--- src/rtl/dev_bridge.sv ---
// dev_bridge: CPU-side initiator for the peripheral device bus.
// Decodes one word load/store per transaction to DEV0 or DEV1.
//
// Ports:
//   clk, reset          : clock (rising edge), async active-high reset
//   cpu_req/we/addr/wd  : CPU request; req is held until cpu_ack
//   cpu_rd/ack/err      : registered load data, 1-cycle ack, miss flag
//   DEV_Addr/DEV_WD     : shared device address / write data
//   DEV0_WE/DEV1_WE     : per-device write strobes (one ACCESS cycle)
//   DEV0_RD/DEV1_RD     : device read data, combinational on DEV_Addr
//   intrp0/intrp1       : device interrupt levels
//   HWInt               : registered {4'b0, intrp1, intrp0} & mask
//
// Build option: define BRIDGE_INT_MASK_EN to add a writable 6-bit
// interrupt mask register at DEV1_BASE+DEV_SPAN+4.

module dev_bridge #(
  parameter logic [31:0] DEV0_BASE = 32'h0000_7f00,
  parameter logic [31:0] DEV1_BASE = 32'h0000_7f10,
  parameter int unsigned DEV_SPAN  = 12
) (
  input  logic        clk,
  input  logic        reset,
  input  logic        cpu_req,
  input  logic        cpu_we,
  input  logic [31:0] cpu_addr,
  input  logic [31:0] cpu_wd,
  output logic [31:0] cpu_rd,
  output logic        cpu_ack,
  output logic        cpu_err,
  output logic [31:0] DEV_Addr,
  output logic [31:0] DEV_WD,
  output logic        DEV0_WE,
  output logic        DEV1_WE,
  input  logic [31:0] DEV0_RD,
  input  logic [31:0] DEV1_RD,
  input  logic        intrp0,
  input  logic        intrp1,
  output logic [5:0]  HWInt
);

  localparam logic [31:0] L_SPAN = 32'(DEV_SPAN);
  localparam logic [31:0] L_END0 = DEV0_BASE + L_SPAN;
  localparam logic [31:0] L_END1 = DEV1_BASE + L_SPAN;
  localparam logic [31:0] L_MADR = L_END1 + 32'd4;

  typedef enum logic [1:0] {
    S_IDLE   = 2'd0,
    S_ACCESS = 2'd1,
    S_RESP   = 2'd2
  } state_t;

  state_t r_state;
  state_t w_next;

  logic [31:0] r_addr;
  logic [31:0] r_wd;
  logic        r_we;
  logic        r_hit0;
  logic        r_hit1;
  logic        r_hitm;
  logic [31:0] r_rd;
  logic [5:0]  r_hwint;

  logic        w_algn;
  logic        w_in0;
  logic        w_in1;
  logic        w_hit1;
  logic        w_hitm;
  logic        w_accept;
  logic [31:0] w_rd_sel;
  logic [5:0]  w_mask;

  // Address decode; DEV0 wins if the windows overlap.
  always_comb begin
    w_algn = (cpu_addr[1:0] == 2'b00);
    w_in0  = w_algn && (cpu_addr >= DEV0_BASE) && (cpu_addr < L_END0);
    w_in1  = w_algn && (cpu_addr >= DEV1_BASE) && (cpu_addr < L_END1);
    w_hit1 = w_in1 && !w_in0;
`ifdef BRIDGE_INT_MASK_EN
    w_hitm = w_algn && (cpu_addr == L_MADR) && !w_in0 && !w_in1;
`else
    w_hitm = 1'b0;
`endif
  end

  assign w_accept = (r_state == S_IDLE) && cpu_req;

  // Read-data select at the end of ACCESS; stores and misses return 0.
  always_comb begin
    w_rd_sel = 32'd0;
    if (!r_we) begin
      if (r_hit0)
        w_rd_sel = DEV0_RD;
      else if (r_hit1)
        w_rd_sel = DEV1_RD;
      else if (r_hitm)
        w_rd_sel = {26'd0, w_mask};
    end
  end

`ifdef BRIDGE_INT_MASK_EN
  logic [5:0] r_mask;

  always_ff @(posedge clk or posedge reset) begin
    if (reset)
      r_mask <= 6'h3f;
    else if (r_state == S_ACCESS && r_we && r_hitm)
      r_mask <= r_wd[5:0];
  end

  assign w_mask = r_mask;
`else
  assign w_mask = 6'h3f;
`endif

  // FSM state register
  always_ff @(posedge clk or posedge reset) begin
    if (reset)
      r_state <= S_IDLE;
    else
      r_state <= w_next;
  end

  // FSM next state
  always_comb begin
    w_next = r_state;
    unique case (r_state)
      S_IDLE:   if (cpu_req) w_next = S_ACCESS;
      S_ACCESS: w_next = S_RESP;
      S_RESP:   w_next = S_IDLE;
      default:  w_next = S_IDLE;
    endcase
  end

  // FSM outputs; strobes are combinational so reset drops them at once.
  always_comb begin
    DEV0_WE = 1'b0;
    DEV1_WE = 1'b0;
    cpu_ack = 1'b0;
    cpu_err = 1'b0;
    unique case (r_state)
      S_ACCESS: begin
        DEV0_WE = r_we && r_hit0;
        DEV1_WE = r_we && r_hit1;
      end
      S_RESP: begin
        cpu_ack = 1'b1;
        cpu_err = !(r_hit0 || r_hit1 || r_hitm);
      end
      default: ;
    endcase
  end

  // Request latch and read-data capture
  always_ff @(posedge clk or posedge reset) begin
    if (reset) begin
      r_addr <= 32'd0;
      r_wd   <= 32'd0;
      r_we   <= 1'b0;
      r_hit0 <= 1'b0;
      r_hit1 <= 1'b0;
      r_hitm <= 1'b0;
      r_rd   <= 32'd0;
    end else begin
      if (w_accept) begin
        r_addr <= cpu_addr;
        r_wd   <= cpu_wd;
        r_we   <= cpu_we;
        r_hit0 <= w_in0;
        r_hit1 <= w_hit1;
        r_hitm <= w_hitm;
      end
      if (r_state == S_ACCESS)
        r_rd <= w_rd_sel;
    end
  end

  // Interrupt levels are re-sampled every edge, never latched.
  always_ff @(posedge clk or posedge reset) begin
    if (reset)
      r_hwint <= 6'd0;
    else
      r_hwint <= {4'd0, intrp1, intrp0} & w_mask;
  end

  assign cpu_rd   = r_rd;
  assign DEV_Addr = r_addr;
  assign DEV_WD   = r_wd;
  assign HWInt    = r_hwint;

endmodule

--- config.mk ---
export PLATFORM = sky130hd
export DESIGN_NAME = dev_bridge
export DESIGN_NICKNAME = d
export VERILOG_FILES = /design/src/rtl/dev_bridge.sv
export SDC_FILE = /design/constraint.sdc
export NUM_CORES = 1
export LEC_CHECK = 0
export CELL_PAD_IN_SITES_DETAIL_PLACEMENT = 0
export CELL_PAD_IN_SITES_GLOBAL_PLACEMENT = 1
export CORE_UTILIZATION = 30
export DETAILED_ROUTE_END_ITERATION = 16
export PLACE_DENSITY_LB_ADDON = 0.1
export SYNTH_ARGS = -nofsm -noshare
export SYNTH_HDL_FRONTEND = slang
export SYNTH_SLANG_ARGS = --single-unit
--- constraint.sdc ---
create_clock -name clk -period 10.92 [get_ports clk]
set_input_delay 2.73 -clock clk [delete_from_list [all_inputs] [get_ports clk]]
set_output_delay 2.73 -clock clk [all_outputs]
set_load 0.01 [all_outputs]
==> results.py <==
metrics = {
    "worst_setup_path": {
        "critPathCaptureType": "primary output",
        "path_max_fanout": 37,
        "critPathTopFamily": "buffers and inverters",
        "crit_required_ns": 8.19,
        "cp_cell_sequence": "buf_4 > and3_1 > clkdlybuf4s50_1",
        "critPathMaxStageDelay_ns": 0.56,
        "cp_num_buf_inv": 2,
        "cp.arrival_ns": 1.81,
        "critPathKind": "reg -> out",
        "cpMaxStageDelayCell": "clkdlybuf4s50_1",
        "startpoint_type": "flop",
    },
    "clock_network": {
        "clock-sinks": 103,
        "htreeDepth": 3,
        "post_cts_buffers": 0,
        "cts_hold_buf": 0,
        "ctsLongestPathBuffers": 2,
        "cts_made_buffers": 9,
        "cts_resized": 0,
        "path_clk_slew_ns": 0.06,
        "cts-root-buf": "clkbuf_16",
        "clkLatencyLatePin_ns": 0.34,
        "cts_tree": "yes",
    },
    "yosys": {
        "synthSimpleGateAreaFrac": 0.06549,
        "synth_compound_area_frac": 0.1019,
        "synth_top_family_by_area": "multiplexers",
        "syn_area_sq_um": 4126,
        "syn_avg_cell_area_sq_um": 12.98,
        "synthCells": 318,
        "synthXorXnorAreaFrac": 0,
        "ys_types": 27,
        "synthAdderAreaFrac": 0,
        "synth-warning-count": 0,
        "synthMuxAreaShare": 0.1774,
        "synth-seq-cells": 103,
        "ys_seq_area_frac": 0.6246,
    },
    "sta": {
        "rsz0062_at_grt": "no",
        "finalCritPeriodShare": 0.4160,
        "fin_ws_ns": 6.378,
        "setup_viol": 0,
        "finalMaxSlewViolations": 0,
        "maxSlewHeadroom": 0.1981,
        "hold_ws_ns": 0.4768,
        "tns_ns": 0,
        "skew_ns": 0.005731,
        "period_minus_slack_ns": 4.542,
        "hold_violations": 0,
        "fmaxAchievable_mhz": 220.1,
        "tightest_slew_ns": 1.197,
    },
    "drt": {
        "wl_met2_mm": 5.698,
        "wl_mm": 11.62,
        "postRouteAntennaNets": 0,
        "top_layer_used": "met4",
        "met1_length_mm": 4.777,
        "drc": 0,
        "first_pass_iters": 4,
        "wl_met3_um": 966,
        "dr.first_iter.drc_count": 143,
        "vias_per_cell": 4.632,
        "routedWlPerCell_um": 16.01,
        "num_vias": 3363,
    },
    "place": {
        "place_ws_ns": 6.178,
        "io_buffers": 235,
        "dp_hpwl_mm": 8.470,
        "place_congestion": 0.6985,
        "placed_cells": 711,
    },
    "final_layout": {
        "layout_commonest_cell": "clkdlybuf4s50_1",
        "fillers": 1200,
        "regArea_sq_um": 2577,
        "synthToLayoutAreaGrowth_pct": 68.50,
        "final_cell_mix": "235 x clkdlybuf4s50_1, 103 x dfrtp_1, 65 x mux2_2",
        "finalNetCount": 680,
        "fin_cells": 726,
        "layout-drive-gt1-share": 0.1564,
        "multiInputGateArea_sq_um": 1446,
        "antenna_cells": 0,
    },
    "run": {
        "cap_violations": 0,
    },
    "global_routing": {
        "gr-usage-all-layers": 0.1681,
        "grt_max_degree": 78,
        "antenna_found_initial": 0,
        "grt_pass1_wl_mm": 18.40,
        "grt-ovfl-total": 0,
        "grt_pass1_vias": 3433,
    },
    "power_and_ir_drop": {
        "p_per_area_nw_per_um2": 162.8,
        "sw_frac_of_total": 0.2455,
        "power.switching_uw": 277.9,
        "vdd_drop_max_uv": 73.87,
        "p_int_uw": 854.2,
        "clkPwrFrac": 0.298,
        "p_comb_frac": 0.279,
        "seq_power_share": 0.423,
        "leakagePower_uw": 0.002760,
    },
    "outcome": {
        "status": "finished clean",
    },
    "floorplanning": {
        "coreArea_sq_um": 13350,
        "die_y_um": 119.3,
        "die_x_um": 119.3,
        "num_rows": 42,
        "floorplan.die_area_sq_um": 14230,
        "ioPinCount": 240,
        "start_util": 0.3091,
    },
    "min_path": {
        "min_path_type": "reg -> reg",
    },
}
[power by group through the flow]
| stage | combinational [uW] | clock, uW | sequential (uW) |
|---|---|---|---|
| global route | 338 | 368 | 488 |
| floorplan | 90.8 | 0 | 514 |
| CTS | 323 | 352 | 480 |
| detailed placement | 321 | 0 | 485 |
| global placement | 319 | 0 | 483 |
| finish | 316 | 337 | 479 |
[state kept, by name, summed over array words and instances (netlist names)]
register	flops
r_state	2
cpu_rd	32
r_hit1	1
DEV_Addr	32
HWInt	2
DEV_WD	32
r_hit0	1
r_we	1
[synth_stat cells]
cell type | n | share of area
nor3b_2 | 1 | 0.0030
nor4_1 | 3 | 0.0045
and3b_1 | 2 | 0.0042
a211oi_1 | 1 | 0.0018
nand2b_1 | 4 | 0.0061
nor3_1 | 1 | 0.0012
clkbuf_1 | 18 | 0.016
or3_1 | 1 | 0.0015
buf_2 | 2 | 0.0024
mux2_2 | 65 | 0.18
nand4b_1 | 1 | 0.0021
and3_1 | 2 | 0.0030
nand2_1 | 33 | 0.030
o41ai_1 | 2 | 0.0042
nor3b_1 | 1 | 0.0018
buf_1 | 1 | 0.00091
nor2b_1 | 2 | 0.0030
o21ai_0 | 31 | 0.038
nand4_1 | 2 | 0.0030
a22oi_1 | 30 | 0.055
conb_1 | 1 | 0.00091
buf_4 | 4 | 0.0073
dfrtp_1 | 103 | 0.62
inv_1 | 3 | 0.0027
a21oi_1 | 2 | 0.0024
or4_1 | 1 | 0.0018
o21ai_1 | 1 | 0.0012
[metrics by stage]
stage / util / power, uW / instance area (sq um)
finish: 0.5209 / 1132 / 6953
global route: 0.5209 / 1194 / 6953
floorplan: - / 604.3 / 4138
global placement: 0.4975 / 802.1 / 6640
CTS: 0.5209 / 1155 / 6953
detailed placement: 0.4975 / 806.5 / 6640
[final timing paths]
path,startpoint,end,slack (ns),cells after the start
max in group asynchronous,reset,cpu_rd[30],6.92,3
setup / recovery,r_hit0,DEV0_WE,6.38,3
min in group asynchronous,reset,DEV_WD[20],2.71,2
hold reg to reg,cpu_rd[1],cpu_rd[1],0.48,2
hold / removal,cpu_rd[1],cpu_rd[1],0.48,2
setup reg to reg,r_hit0,cpu_rd[15],8.77,4
[cell families after synthesis]
logic type	after synthesis
DFF	103
other	1
muxes	65
buffers and inverters	28
and+or+nand+nor	54
AOI/OAI and AO/OA	67
[layout make-up]
class                   count  area share
well taps                 176     0.03167
clock buffers              11     0.03491
flip-flops and latches    103      0.3707
clock inverters             4     0.01008
multi-input cells         190      0.2080
repair buffers            239      0.3426
inverters                   3    0.001979
[tightest hold or removal path, stage by stage, from the launching register on]
cell and delay, ns:
dfrtp_1 0.34, nand2_1 0.04, o21ai_0 0.06
[metal layers]
metal	up-vias	GRT usage
li1	1590	-
met1	1622	0.2058
met2	139	0.2747
met3	12	0.05460
met4	0	0.06329
met5	-	0
Note: power is estimated with default switching activity, not from simulation.
